File: src/rtl/axi_arb_pkg.sv
// Shared types and constants for the CPU-side AXI read arbiter.
package axi_arb_pkg;

  typedef enum logic [1:0] {
    IDLE    = 2'd0,
    OWNED   = 2'd1,
    RELEASE = 2'd2
  } arb_state_e;

  localparam logic [1:0] AXI_ARLOCK    = 2'b00;
  localparam logic [3:0] AXI_ARCACHE   = 4'b0000;
  localparam logic [2:0] AXI_ARPROT    = 3'b000;
  localparam logic [1:0] AXI_RESP_OKAY = 2'b00;

  localparam int MST_ICACHE   = 0;
  localparam int MST_DCACHE   = 1;
  localparam int MST_UNCACHED = 2;

endpackage

File: src/rtl/rr_picker.sv
// Combinational round-robin picker: first requester at or after ptr, wrapping at N.
module rr_picker #(
  parameter int N     = 3,
  parameter int IDX_W = (N > 1) ? $clog2(N) : 1
) (
  input  logic [N-1:0]     req,
  input  logic [IDX_W-1:0] ptr,
  output logic [IDX_W-1:0] winner,
  output logic             any
);

  int w_idx;

  always_comb begin
    winner = '0;
    any    = 1'b0;
    w_idx  = 0;
    for (int i = 0; i < N; i++) begin
      w_idx = (int'(ptr) + i) % N;
      if (!any && req[IDX_W'(w_idx)]) begin
        any    = 1'b1;
        winner = IDX_W'(w_idx);
      end
    end
  end

endmodule

File: src/rtl/axi_read_arbiter.sv
// Hands the single AXI read channel to one load requester at a time; the owner
// keeps it until it drops req and all of its bursts have returned rlast.
module axi_read_arbiter
  import axi_arb_pkg::*;
#(
  parameter int N_MASTERS = 3,
  parameter int ID_W      = 4,
  parameter int ADDR_W    = 32,
  parameter int DATA_W    = 32,
  parameter int MAX_OUT   = 3
) (
  input  logic                     clk,
  input  logic                     rst_n,
  input  logic [N_MASTERS-1:0]     m_req,
  output logic [N_MASTERS-1:0]     m_grnt,
  output logic                     bus_busy,
  input  logic [N_MASTERS*ID_W-1:0]   m_arid,
  input  logic [N_MASTERS*ADDR_W-1:0] m_araddr,
  input  logic [N_MASTERS*4-1:0]   m_arlen,
  input  logic [N_MASTERS*3-1:0]   m_arsize,
  input  logic [N_MASTERS*2-1:0]   m_arburst,
  input  logic [N_MASTERS-1:0]     m_arvalid,
  output logic [N_MASTERS-1:0]     m_arready,
  output logic [DATA_W-1:0]        m_rdata,
  output logic [ID_W-1:0]          m_rid,
  output logic [1:0]               m_rresp,
  output logic                     m_rlast,
  output logic [N_MASTERS-1:0]     m_rvalid,
  input  logic [N_MASTERS-1:0]     m_rready,
  output logic [ID_W-1:0]          s_arid,
  output logic [ADDR_W-1:0]        s_araddr,
  output logic [3:0]               s_arlen,
  output logic [2:0]               s_arsize,
  output logic [1:0]               s_arburst,
  output logic [1:0]               s_arlock,
  output logic [3:0]               s_arcache,
  output logic [2:0]               s_arprot,
  output logic                     s_arvalid,
  input  logic                     s_arready,
  input  logic [ID_W-1:0]          s_rid,
  input  logic [DATA_W-1:0]        s_rdata,
  input  logic [1:0]               s_rresp,
  input  logic                     s_rlast,
  input  logic                     s_rvalid,
  output logic                     s_rready
);

  localparam int IDX_W = (N_MASTERS > 1) ? $clog2(N_MASTERS) : 1;
  localparam int CNT_W = $clog2(MAX_OUT + 1);
  localparam logic [CNT_W-1:0] MAX_CNT  = CNT_W'(MAX_OUT);
  localparam logic [IDX_W-1:0] LAST_IDX = IDX_W'(N_MASTERS - 1);

  arb_state_e       r_state, w_state_nxt;
  logic [IDX_W-1:0] r_owner, r_rr_ptr, w_winner;
  logic [CNT_W-1:0] r_out_cnt, w_cnt_nxt;
  logic             w_any, w_owned, w_cap_ok, w_ar_hs, w_rlast_hs;

  rr_picker #(.N(N_MASTERS), .IDX_W(IDX_W)) u_pick (
    .req    (m_req),
    .ptr    (r_rr_ptr),
    .winner (w_winner),
    .any    (w_any)
  );

  assign w_owned    = (r_state == OWNED);
  assign w_cap_ok   = (r_out_cnt < MAX_CNT);
  assign w_ar_hs    = w_owned & m_arvalid[r_owner] & w_cap_ok & s_arready;
  assign w_rlast_hs = w_owned & s_rvalid & m_rready[r_owner] & s_rlast;

  always_comb begin
    w_cnt_nxt = r_out_cnt;
    case ({w_ar_hs, w_rlast_hs})
      2'b10:   w_cnt_nxt = r_out_cnt + 1'b1;
      2'b01:   w_cnt_nxt = r_out_cnt - 1'b1;
      default: w_cnt_nxt = r_out_cnt;
    endcase
  end

  always_ff @(posedge clk) begin
    if (!rst_n) begin
      r_state   <= IDLE;
      r_owner   <= '0;
      r_rr_ptr  <= '0;
      r_out_cnt <= '0;
    end else begin
      r_state   <= w_state_nxt;
      r_out_cnt <= w_cnt_nxt;
      if (r_state == IDLE && w_any)
        r_owner <= w_winner;
      if (r_state == RELEASE)
        r_rr_ptr <= (r_owner == LAST_IDX) ? '0 : r_owner + 1'b1;
    end
  end

  // Release waits on the post-update count so a final rlast and req drop can coincide.
  always_comb begin
    w_state_nxt = r_state;
    case (r_state)
      IDLE:    if (w_any) w_state_nxt = OWNED;
      OWNED:   if (!m_req[r_owner] && w_cnt_nxt == '0) w_state_nxt = RELEASE;
      RELEASE: w_state_nxt = IDLE;
      default: w_state_nxt = IDLE;
    endcase
  end

  always_comb begin
    m_grnt    = '0;
    bus_busy  = 1'b0;
    m_arready = '0;
    m_rvalid  = '0;
    s_rready  = 1'b0;
    s_arvalid = 1'b0;
    s_arid    = '0;
    s_araddr  = '0;
    s_arlen   = '0;
    s_arsize  = '0;
    s_arburst = '0;
    if (w_owned) begin
      m_grnt[r_owner]    = 1'b1;
      bus_busy           = 1'b1;
      s_arid             = m_arid[int'(r_owner)*ID_W +: ID_W];
      s_araddr           = m_araddr[int'(r_owner)*ADDR_W +: ADDR_W];
      s_arlen            = m_arlen[int'(r_owner)*4 +: 4];
      s_arsize           = m_arsize[int'(r_owner)*3 +: 3];
      s_arburst          = m_arburst[int'(r_owner)*2 +: 2];
      s_arvalid          = m_arvalid[r_owner] & w_cap_ok;
      m_arready[r_owner] = s_arready & w_cap_ok;
      m_rvalid[r_owner]  = s_rvalid;
      s_rready           = m_rready[r_owner];
    end
  end

  assign m_rdata   = s_rdata;
  assign m_rid     = s_rid;
  assign m_rresp   = s_rresp;
  assign m_rlast   = s_rlast;
  assign s_arlock  = AXI_ARLOCK;
  assign s_arcache = AXI_ARCACHE;
  assign s_arprot  = AXI_ARPROT;

endmodule

File: config.mk
export PLATFORM = sky130hd
export DESIGN_NAME = axi_read_arbiter
export DESIGN_NICKNAME = d
export VERILOG_FILES = /design/src/rtl/axi_arb_pkg.sv /design/src/rtl/rr_picker.sv /design/src/rtl/axi_read_arbiter.sv
export SDC_FILE = /design/constraint.sdc
export NUM_CORES = 1
export LEC_CHECK = 0
export ABC_CLOCK_PERIOD_IN_PS = 2200
export BUFFER_PORTS_ARGS = -buffer_cell sky130_fd_sc_hd__buf_2
export CORE_AREA = 4 4 110 112
export CTS_CLUSTER_DIAMETER = 120
export CTS_CLUSTER_SIZE = 12
export DETAILED_ROUTE_END_ITERATION = 6
export DIE_AREA = 0 0 114 116
export SLEW_MARGIN = 10
export SYNTH_ARGS = -nofsm -noshare
export SYNTH_HDL_FRONTEND = slang
export SYNTH_SLANG_ARGS = --single-unit
export TNS_END_PERCENT = 5
File: constraint.sdc
create_clock -name clk -period 2.2 [get_ports clk]
set_input_delay 0.33 -clock clk [delete_from_list [all_inputs] [get_ports clk]]
set_output_delay 0.33 -clock clk [all_outputs]
set_load 0.05 [all_outputs]
==> results of run 1 <==
==> how the worst max path moves through the flow <==
stage / to / depth (start not counted)
after floorplan: m_arready[0] / 4
after detailed placement: r_state[1] / 9
final: s_araddr[12] / 6
after global placement: r_state[1] / 9
after global routing: s_araddr[16] / 6
after CTS: s_araddr[12] / 6
==> sequential cells by signal (all words and copies together) (netlist names) <==
name / cells
r_out_cnt: 2
r_owner: 2
r_rr_ptr: 2
r_state: 2
==> cells in the mapped netlist (all sizes together) <==
| master | instances | area (um2) |
|---|---|---|
| a21bo | 1 | 10.0 |
| a21o | 1 | 7.51 |
| a21oi | 51 | 263 |
| a221oi | 1 | 8.76 |
| a2bb2oi | 1 | 8.76 |
| a32oi | 1 | 8.76 |
| and2 | 3 | 18.8 |
| and3 | 6 | 37.5 |
| buf | 70 | 500 |
| clkbuf | 1 | 3.75 |
| conb | 1 | 3.75 |
| dfxtp | 8 | 160 |
| ha | 4 | 50.1 |
| inv | 5 | 18.8 |
| mux2 | 1 | 11.3 |
| mux2i | 51 | 510 |
| nand2 | 11 | 41.3 |
| nand2b | 5 | 31.3 |
| nand3b | 2 | 15.0 |
| nor2 | 94 | 353 |
| nor2b | 3 | 26.3 |
| nor3 | 2 | 10.0 |
| nor3b | 2 | 20.0 |
| o2111ai | 1 | 8.76 |
| o211ai | 1 | 7.51 |
| o21ai | 4 | 23.8 |
| o21bai | 1 | 7.51 |
| o221a | 1 | 11.3 |
| o22ai | 1 | 6.26 |
| o32a | 1 | 10.0 |
| or2 | 2 | 12.5 |
| or3 | 2 | 12.5 |
| xnor2 | 1 | 8.76 |
| xor2 | 1 | 8.76 |
==> cells by family (layout without fill, tap and decap cells) <==
family                     Yosys count  after routing  synth area share
muxes                               52             52             0.233
adders and majority gates            4              4            0.0224
buffers and inverters               76            224             0.234
and+or+nand+nor                    132            132             0.259
xor gates and xnor gates             2              2           0.00784
DFF                                  8              8            0.0716
other                                1              9           0.00168
AOI/OAI and AO/OA                   66             66             0.171
==> power by group through the flow <==
stage	clock network [uW]	logic (uW)	registers [uW]
final	309	1960	190
after global routing	327	2100	194
after CTS	313	1980	191
after detailed placement	0	1970	193
after global placement	0	1970	192
after floorplan	0	1650	180
==> cells in the final DEF, fill, tap and decap left out, drive strengths merged, types with 3 or more instances in the layout <==
cell type,n
buf,215
nor2,94
mux2i,51
a21oi,51
nand2,11
conb,9
dfxtp,8
and3,6
inv,5
nand2b,5
o21ai,4
ha,4
clkbuf,4
and2,3
nor2b,3
==> worst max-delay path: cells and delay by family, from the launching register on <==
family / cells / cell delay [ps]
flops: 1 / 400
simple gates: 2 / 110
compound gates: 1 / 120
mux: 1 / 290
buf+inv: 2 / 590
==> metal layers <==
metal / global-route usage / wire (um)
met5: 0 / 0
met4: 0.0150 / 48
met3: 0.0313 / 1050
met2: 0.201 / 4200
met1: 0.135 / 3200
==> layout make-up <==
cell class,instances,area share
clock buffers,4,0.0248
inverters,5,0.00590
repair buffers,215,0.359
multi-input cells,265,0.502
well taps,143,0.0562
flip-flops and latches,8,0.0519
==> what timing repair did <==
| action | 4_1_cts | 5_1_grt |
|---|---|---|
| hold endpoints to repair | 0 | 0 |
| endpoints found under the setup margin | 0 | 4 |
| gates resized for setup | 0 | 2 |
==> metrics by stage <==
| stage | instances | hold slack (ps) | utilization |
|---|---|---|---|
| final | 640 | 425 | 0.284 |
| after global routing | 640 | 456 | 0.284 |
| after CTS | 640 | 426 | 0.282 |
| after detailed placement | 636 | 503 | 0.275 |
| after global placement | 636 | 495 | 0.275 |
| after floorplan | 349 | 466 | - |
==> impl_results.md, run 1 <==
- Run status: complete, no violations
- Placement-stage worst setup slack: 111 ps
- Fin nets: 689
- Worst hold path stage count: 3
- First-pass iteration count of the detailed router: 4
- Buffer type at the clock tree root: sky130_fd_sc_hd__clkbuf_16
- Proportion of power drawn by combinational gates: 0.797
- Cells after Synth: ~340
- Clock tree buffer depth: 2
- Nature of the critical path startpoint: register
- Global-route wire length before repair: approximately 12000 um
- Fin. Hold Viols: 0
- RSZ-0062 raised after global routing: true
- Final worst path period share: 0.954
- Number of vias per cell: approximately 4.4
- Setup fix buffers added after clock tree synthesis: 0
- Placement Cell Area: slightly above 3000 um2
- Die ar.: 13200 um2
- Cell chain of the critical path: buf_4, mux2i_1, nor2_1, a21oi_1, nor2_1, buf_2
- Worst setup path class: reg -> out
- Reg-to-Reg Start: r_owner[0]
- Post-Route Skew: about 1.8 ps
- Synthesis-to-finish area growth: 42.4%
- Proportion of synthesized chip area in sequential cells: 0.0716
- Capture point of the worst reg-to-reg path: r_state[1]
- Gpl congestion: between 0.7 and 0.8
- Hold path startpoint: rst_n
- Clk pin slew, worst setup/hold paths: approximately 40 ps
- Data arrival time of the critical path: roughly 1800 ps
- Worst path setup slack after routing: approximately 100 ps
- Final Cell Area: roughly 3200 um2
- Std-Cell Rows: 39
- Initial core utilization: 0.199
- Class of the most critical hold timing path: in -> reg
- Kind of end point of the critical path: output pin
- Largest vdd supply drop: ~0.32 mV
- Total Wirelength: ~8500 um
- Leakage power of the design: 0.00164 uW
- Dominant cell type by count on the critical path: sky130_fd_sc_hd__nor2_1
- Count of buffers inserted at the top-level ports: between 200 and 250
- Reg-to-reg slack, setup: approximately 140 ps
- Area used by multi-input combinational logic: 1600 um2
- Synth unique cells: 42
- Global-route total usage across every layer: 0.111
- Total of hold buffers inserted after clock tree synthesis: 0
- DRC Markers: 0
- Skew-Pair Late Insertion Delay: about 230 ps
- Footprint of the flip-flops and latches: 165 um2
- Number of top-level design ports: roughly 300
- Number of failing setup endpoints in the final timing report: 0
- Clock tree sinks: 8
- Pwr Density: ~770 nW/um2
- Routed len/inst: around 13 um
- DRT antenna net count: 0
- Detailed placement HPWL: about 7100 um
- Switching portion of total power: 0.600
- Overall power consumption: between 2000 and 2500 uW
- Ratio of cells with drive above 1 in the final layout: 0.465
- Switching pwr: between 1000 and 1500 uW
- Number of global-route vias before repair: 2439
- Max-slew violation count: 0
- Horizontal die dimension: around 110 um
- Count of warnings emitted by yosys: 0
- Internal Pwr Total: around 980 uW
- Min Clock Period, post-route: about 2100 ps
- Syn_area_per_cell: between 6 and 7 um2
- Worst-path cell with the longest stage delay: sky130_fd_sc_hd__dfxtp_4
- Largest incremental delay on the critical path: 400 ps
- Number of max-cap violations: 0
- Total negative slack: 0 ps
- Core Box Area: 11200 um2
- TritonCTS clock tree: done
- First-iteration detailed-routing DRC count: 92
- Register bit count reported by yosys: 8
- Reg power frac: 0.077
- Die Ht: approximately 120 um
- Hold worst-path end: r_state[0]
- Cell area after technology mapping: roughly 2200 um2
- Antenna violations before repair: 0
- Overflow after GRT: 0
- Maximum level of the CTS H-tree: 1
- Crit-path max FO: 25
- Required time at the endpoint of the critical path: approximately 1900 ps
- Via total after detailed routing: 2785
- Worst reg-to-reg path cell count: 9
- Startpoint of the most critical setup path: r_owner[0]
- Number of buffers inserted during clock tree synthesis: 3
- Largest net degree at the start of global routing: 36
- Clock power share: 0.126
- Filler Cells Inserted: 1285
- Total inserted antenna cells: 0
- Maximum clock frequency: roughly 0.48 GHz
(Power assumes the default switching activity.)
==> run 2: changes to the inputs <==
Settings changed: PLACE_DENSITY_LB_ADDON set to 0.08.
==> impl_results.md, run 2 (synthesized netlist as in run 1, its figures left out) <==
- Crit-path leading delay family: simple AND/OR/NAND/NOR gates
- Ratio of cells with drive above 1 in the final layout: 0.466 (+0.00107)
- Largest net degree at the start of global routing: 38 (+5.6%)
- Clock tree sinks: 8 (unchanged)
- Initial core utilization: 0.199 (unchanged)
- First-pass iteration count of the detailed router: 4 (unchanged)
- Clk pin slew, worst setup/hold paths: 40 ps (about the same)
- RSZ-0062 raised after global routing: false
- Crit-path max FO: 6 (-76%)
- Commonest cells after routing, fill and taps aside: 204 x sky130_fd_sc_hd__buf_2, 94 x sky130_fd_sc_hd__nor2_1, 51 x sky130_fd_sc_hd__mux2i_1
- Fin. Hold Viols: 0 (unchanged)
- TritonCTS clock tree: done
- Std-Cell Rows: 39 (unchanged)
- Detailed placement HPWL: 7480 um (+6.1%)
- Area used by multi-input combinational logic: 1600 um2 (unchanged)
- Total inserted antenna cells: 0 (unchanged)
- Overall power consumption: 2460 uW (-0.34%)
- Class of the most critical hold timing path: in -> reg
- Number of top-level design ports: 292 (unchanged)
- Data arrival time of the critical path: 2200 ps (+430 ps)
- Global Route met1 Usage: 0.144 (+0.00865)
- Top Usage Layer GRT: met2
- Post-Route Skew: 1.04 ps (-0.803 ps)
- Total Wirelength: 9090 um (+7.1%)
- Maximum level of the CTS H-tree: 1 (unchanged)
- Worst-path cell with the longest stage delay: sky130_fd_sc_hd__dfxtp_4
- Routed len/inst: 14.2 um (+6.9%)
- Number of failing setup endpoints in the final timing report: 0 (unchanged)
- Global-route wire length before repair: 13000 um (+5.6%)
- Largest vdd supply drop: 0.298 mV (-7.1%)
- Run status: complete, no violations
- Footprint of the flip-flops and latches: 165 um2 (unchanged)
- Worst path setup slack after routing: 124 ps (+22.7 ps)
- Gpl congestion: 0.794 (+4.5%)
- M3 GR Usage: 0.0308 (-0.000522)
- Skew-Pair Late Insertion Delay: 230 ps (about the same)
- Horizontal die dimension: 114 um (unchanged)
- Die Ht: 116 um (unchanged)
- Min Clock Period, post-route: 2080 ps (-22.7 ps)
- Most common cell after layout, fill and taps aside: sky130_fd_sc_hd__buf_2
- Fin nets: 690 (+0.15%)
- Count of instances resized after the clock tree is built: 0 (unchanged)
- Number of max-cap violations: 0 (unchanged)
- Filler Cells Inserted: 1283 (-0.16%)
- DRC Markers: 0 (unchanged)
- First-iteration detailed-routing DRC count: 84 (-8.7%)
- Count of buffers inserted at the top-level ports: 206 (unchanged)
- Via total after detailed routing: 2762 (-0.83%)
- GR Layer Usage met2: 0.218 (+0.0168)
- Placement Cell Area: 3080 um2 (-0.24%)
- Number of global-route vias before repair: 2553 (+4.7%)
- Die ar.: 13200 um2 (unchanged)
- Placement-stage worst setup slack: 64.2 ps (-47.1 ps)
- Worst setup path class: reg -> reg
- Clock tree buffer depth: 2 (unchanged)
- Required time at the endpoint of the critical path: 2320 ps (+450 ps)
- Number of vias per cell: 4.31 (-0.98%)
- DRT antenna net count: 0 (unchanged)
- Core Box Area: 11200 um2 (unchanged)
- Pwr Density: 770 nW/um2 (-0.45%)
- Cell chain of the critical path: mux2i_1, or2_2, a21oi_2, nand2_1, ha_4, nand3b_1, a21oi_1, o221a_2, and3_1
- Final worst path period share: 0.944 (-0.0103)
- Maximum clock frequency: 0.482 GHz (+1.1%)
- Buffer type at the clock tree root: sky130_fd_sc_hd__clkbuf_16
- Kind of end point of the critical path: register
- Largest incremental delay on the critical path: 370 ps (-30 ps)
- Overflow after GRT: 0 (unchanged)
- Synthesis-to-finish area growth: 42.5%
- Bufs and invs on worst path: 0 (-2)
- Reg-to-reg slack, setup: 120 ps (-20 ps)
- Setup fix buffers added after clock tree synthesis: 0 (unchanged)
- Leakage power of the design: 0.00165 uW (+0.26%)
- Number of buffers inserted during clock tree synthesis: 3 (unchanged)
- Antenna violations before repair: 0 (unchanged)
- Max-slew violation count: 0 (unchanged)
- Global-route total usage across every layer: 0.119 (+0.00745)
- Nature of the critical path startpoint: register
- Total of hold buffers inserted after clock tree synthesis: 0 (unchanged)
- Final Cell Area: 3190 um2 (+0.12%)
## run 2: changes by cell type in the layout (fill, tap and decap cells not counted)
cell,before,now
sky130_fd_sc_hd__buf_2,203,204
sky130_fd_sc_hd__buf_4,9,7
sky130_fd_sc_hd__buf_12,3,2
sky130_fd_sc_hd__buf_6,0,3
## run 2: layout make-up
type                            count  area share
Clock buffer                        4      0.0247
Sequential cell                     8      0.0518
Tap cell                          143      0.0561
Timing Repair Buffer              216       0.360
Multi-Input combinational cell    265       0.501
Inverter                            5     0.00589
## run 2: where the power goes
group | internal [uW] | leakage, uW | switching [uW]
Clock | 241 | 0.0000382 | 69.2
Combinational | 570 | 0.00154 | 1380
Sequential | 167 | 0.0000664 | 24.6
Total | 978 | 0.00165 | 1480
## run 2: path summary, 6_finish.rpt
check	startpoint	endpoint	cells after the start
worst max-delay path	r_owner[0]	r_state[1]	9
worst min-delay path	rst_n	r_state[0]	3
worst max register to register	r_owner[0]	r_state[1]	9
worst min register to register	r_out_cnt[1]	r_out_cnt[1]	2
## run 2: routing by layer
layer	vias up	wire length, um	share of wire
met5	-	0	0
met4	0	34	0.0037
met3	4	960	0.11
met2	141	4580	0.50
met1	1215	3520	0.39
li1	1402	-	-
## run 2: worst reg2reg max path, cell delays in order, from the launching register on
cell,delay (ps)
sky130_fd_sc_hd__dfxtp_4,370
sky130_fd_sc_hd__mux2i_1,140
sky130_fd_sc_hd__or2_2,290
sky130_fd_sc_hd__a21oi_2,130
sky130_fd_sc_hd__nand2_1,100
sky130_fd_sc_hd__ha_4,300
sky130_fd_sc_hd__nand3b_1,110
sky130_fd_sc_hd__a21oi_1,60
sky130_fd_sc_hd__o221a_2,290
sky130_fd_sc_hd__and3_1,170
## run 2: through the flow
| step | hold WS [ps] | setup TNS [ps] | utilization | cells |
|---|---|---|---|---|
| floorplan | 466 | -2270 | - | 349 |
| global placement | 492 | 0 | 0.275 | 637 |
| detailed placement | 497 | 0 | 0.275 | 637 |
| CTS | 409 | 0 | 0.282 | 641 |
| global route | 449 | 0 | 0.284 | 641 |
| finish | 412 | 0 | 0.284 | 641 |
==> run 3: changes to the inputs <==
Settings changed: CORE_AREA 4 4 110 112 to 2 2 115 117, DIE_AREA 0 0 114 116 to 0 0 117 119.
==> impl_results.md, run 3 (synthesized netlist as in run 1, its figures left out) <==
- Run status: complete, no violations
- Min Clock Period, post-route: 2100 ps (+26.2 ps)
- Pwr Density: 767 nW/um2 (-0.40%)
- Detailed placement HPWL: 6990 um (-6.6%)
- Worst-path cell with the longest stage delay: sky130_fd_sc_hd__dfxtp_4
- Proportion of power drawn by combinational gates: 0.795 (about the same)
- Bufs and invs on worst path: 0 (unchanged)
- Worst hold path stage count: 3 (unchanged)
- Reg-to-Reg Start: r_owner[0]
- Data arrival time of the critical path: 2230 ps (+30 ps)
- Number of global-route vias before repair: 2495 (-2.3%)
- Clk pin slew, worst setup/hold paths: 40 ps (about the same)
- TritonCTS clock tree: done
- Number of buffers inserted during clock tree synthesis: 3 (unchanged)
- Clock tree sinks: 8 (unchanged)
- Buffer type at the clock tree root: sky130_fd_sc_hd__clkbuf_16
- Fin Hold WS: 411 ps (-1.03 ps)
- RSZ-0062 raised after global routing: false
- Final worst path period share: 0.956 (+0.0119)
- Gpl congestion: 0.733 (-7.7%)
- Total of hold buffers inserted after clock tree synthesis: 0 (unchanged)
- Antenna violations before repair: 0 (unchanged)
- Global-route wire length before repair: 12500 um (-3.2%)
- Die Ht: 119 um (+2.6%)
- Clock power share: 0.127 (about the same)
- Largest vdd supply drop: 0.255 mV (-14%)
- Synthesis-to-finish area growth: 44.4%
- Number of vias per cell: 4.08 (-5.2%)
- Global Route met1 Usage: 0.129 (-0.0141)
- Filler Cells Inserted: 1492 (+16%)
- Reg power frac: 0.078 (about the same)
- Post-Route Skew: 1.38 ps (+0.333 ps)
- Worst reg-to-reg path cell count: 9 (unchanged)
- Global-route total usage across every layer: 0.114 (-0.00501)
- Core Box Area: 12900 um2 (+15%)
- Top Usage Layer GRT: met2
- Worst setup path class: reg -> reg
- Total inserted antenna cells: 0 (unchanged)
- Fin nets: 690 (unchanged)
- Overflow after GRT: 0 (unchanged)
- Number of max-cap violations: 0 (unchanged)
- Switching portion of total power: 0.603 (+0.00108)
- Nature of the critical path startpoint: register
- First-iteration detailed-routing DRC count: 76 (-9.5%)
- Via total after detailed routing: 2753 (-0.33%)
- Worst path setup slack after routing: 97.4 ps (-26.2 ps)
- Maximum level of the CTS H-tree: 1 (unchanged)
- First-pass iteration count of the detailed router: 4 (unchanged)
- Total negative slack: 0 ps (unchanged)
- Crit-path leading delay family: simple AND/OR/NAND/NOR gates
- Skew-Pair Late Insertion Delay: 230 ps (about the same)
- Total Wirelength: 8910 um (-2.0%)
- Number of top-level design ports: 292 (unchanged)
- Largest incremental delay on the critical path: 390 ps (+20 ps)
- Routed len/inst: 13.2 um (-6.8%)
- Number of gates on the worst path with buffers counted: 9 (unchanged)
- Class of the most critical hold timing path: in -> reg
- DRC Markers: 0 (unchanged)
- M3 GR Usage: 0.0219 (-0.00893)
- Placement-stage worst setup slack: 106 ps (+42.1 ps)
- Reg-to-reg slack, setup: 100 ps (-30 ps)
- Std-Cell Rows: 42 (+7.7%)
- Clock tree buffer depth: 2 (unchanged)
- Switching pwr: 1490 uW (+1.1%)
- Most common cell after layout, fill and taps aside: sky130_fd_sc_hd__buf_2
- GR Layer Usage met2: 0.220 (+0.00222)
- Kind of end point of the critical path: register
- Ratio of cells with drive above 1 in the final layout: 0.466 (unchanged)
- Count of buffers inserted at the top-level ports: 206 (unchanged)
- Setup fix buffers added after clock tree synthesis: 0 (unchanged)
- Leakage power of the design: 0.00165 uW (+0.17%)
- Hold path startpoint: rst_n
- Required time at the endpoint of the critical path: 2330 ps (about the same)
- Crit-path max FO: 7 (+1)
- Internal Pwr Total: 984 uW (+0.62%)
- Number of failing setup endpoints in the final timing report: 0 (unchanged)
- Largest net degree at the start of global routing: 37 (-2.6%)
- Fin. Hold Viols: 0 (unchanged)
- Cell chain of the critical path: mux2i_2, or2_2, a21oi_2, nand2_1, ha_1, nand3b_1, a21oi_1, o221a_2, and3_1
- Die ar.: 13900 um2 (+5.3%)
- Commonest cells after routing, fill and taps aside: 204 x sky130_fd_sc_hd__buf_2, 94 x sky130_fd_sc_hd__nor2_1, 50 x sky130_fd_sc_hd__mux2i_1
- Max-slew violation count: 0 (unchanged)
- DRT antenna net count: 0 (unchanged)
- Horizontal die dimension: 117 um (+2.6%)
- Hold worst-path end: r_owner[0]
- Maximum clock frequency: 0.476 GHz (-1.2%)
- Initial core utilization: 0.174 (-0.0256)
- Capture point of the worst reg-to-reg path: r_state[1]
==> run 3: cell counts in the layout (fill, tap and decap cells not counted) <==
No cell type changed its count.
==> run 3: layer usage <==
metal / vias to the layer above / part of all wire
met3: 9 / 0.094
li1: 1403 / -
met4: 0 / 0.0062
met1: 1204 / 0.40
met2: 137 / 0.50
met5: - / 0
==> run 3: area by class of cell <==
cell class,count,area (um2),share of cell area
sequential,8,165,0.0512
timing repair buffer,216,1160,0.358
tap,176,220,0.0682
clock buffer,4,78.8,0.0244
multi-input combinational,265,1590,0.492
inverter,5,18.8,0.00581
==> run 3: power by group through the flow <==
stage                     Clock [uW]  Sequential, uW  Combinational (uW)
after floorplan                    0             180                1650
after global placement             0             195                1980
after detailed placement           0             195                1980
after CTS                        317             193                1990
after global routing             328             198                2110
final                            315             194                1970
==> run 3: worst max path at each step <==
| stage | start | endpoint | slack [ps] |
|---|---|---|---|
| CTS | r_owner[0] | s_arlen[3] | 20 |
| global route | r_owner[0] | r_state[1] | 10 |
| global placement | r_owner[0] | r_state[1] | 90 |
| detailed placement | r_owner[0] | r_state[1] | 110 |
| finish | r_owner[0] | r_state[1] | 100 |
| floorplan | r_owner[0] | m_arready[0] | -490 |
==> run 3: worst reg2reg max path: cells and delay by family, from the launching register on <==
kind	cells	cell delay, ps
simple gates	4	650
mux	1	170
compound gates	3	480
flops	1	390
fa+ha+maj	1	320
==> run 3: repair_timing <==
item	in CTS	in global routing
cloned	0	0
endpoints found under the hold margin	0	0
endpoints found under the setup margin	33	21
gates resized for setup	1	6
==> run 3: metrics by stage <==
step / instance area (um2) / instances / utilization / total power, uW
floorplan: 2270 / 349 / - / 1830
global placement: 3130 / 670 / 0.243 / 2180
detailed placement: 3130 / 670 / 0.243 / 2170
CTS: 3210 / 674 / 0.249 / 2500
global route: 3230 / 674 / 0.251 / 2640
finish: 3230 / 674 / 0.251 / 2480
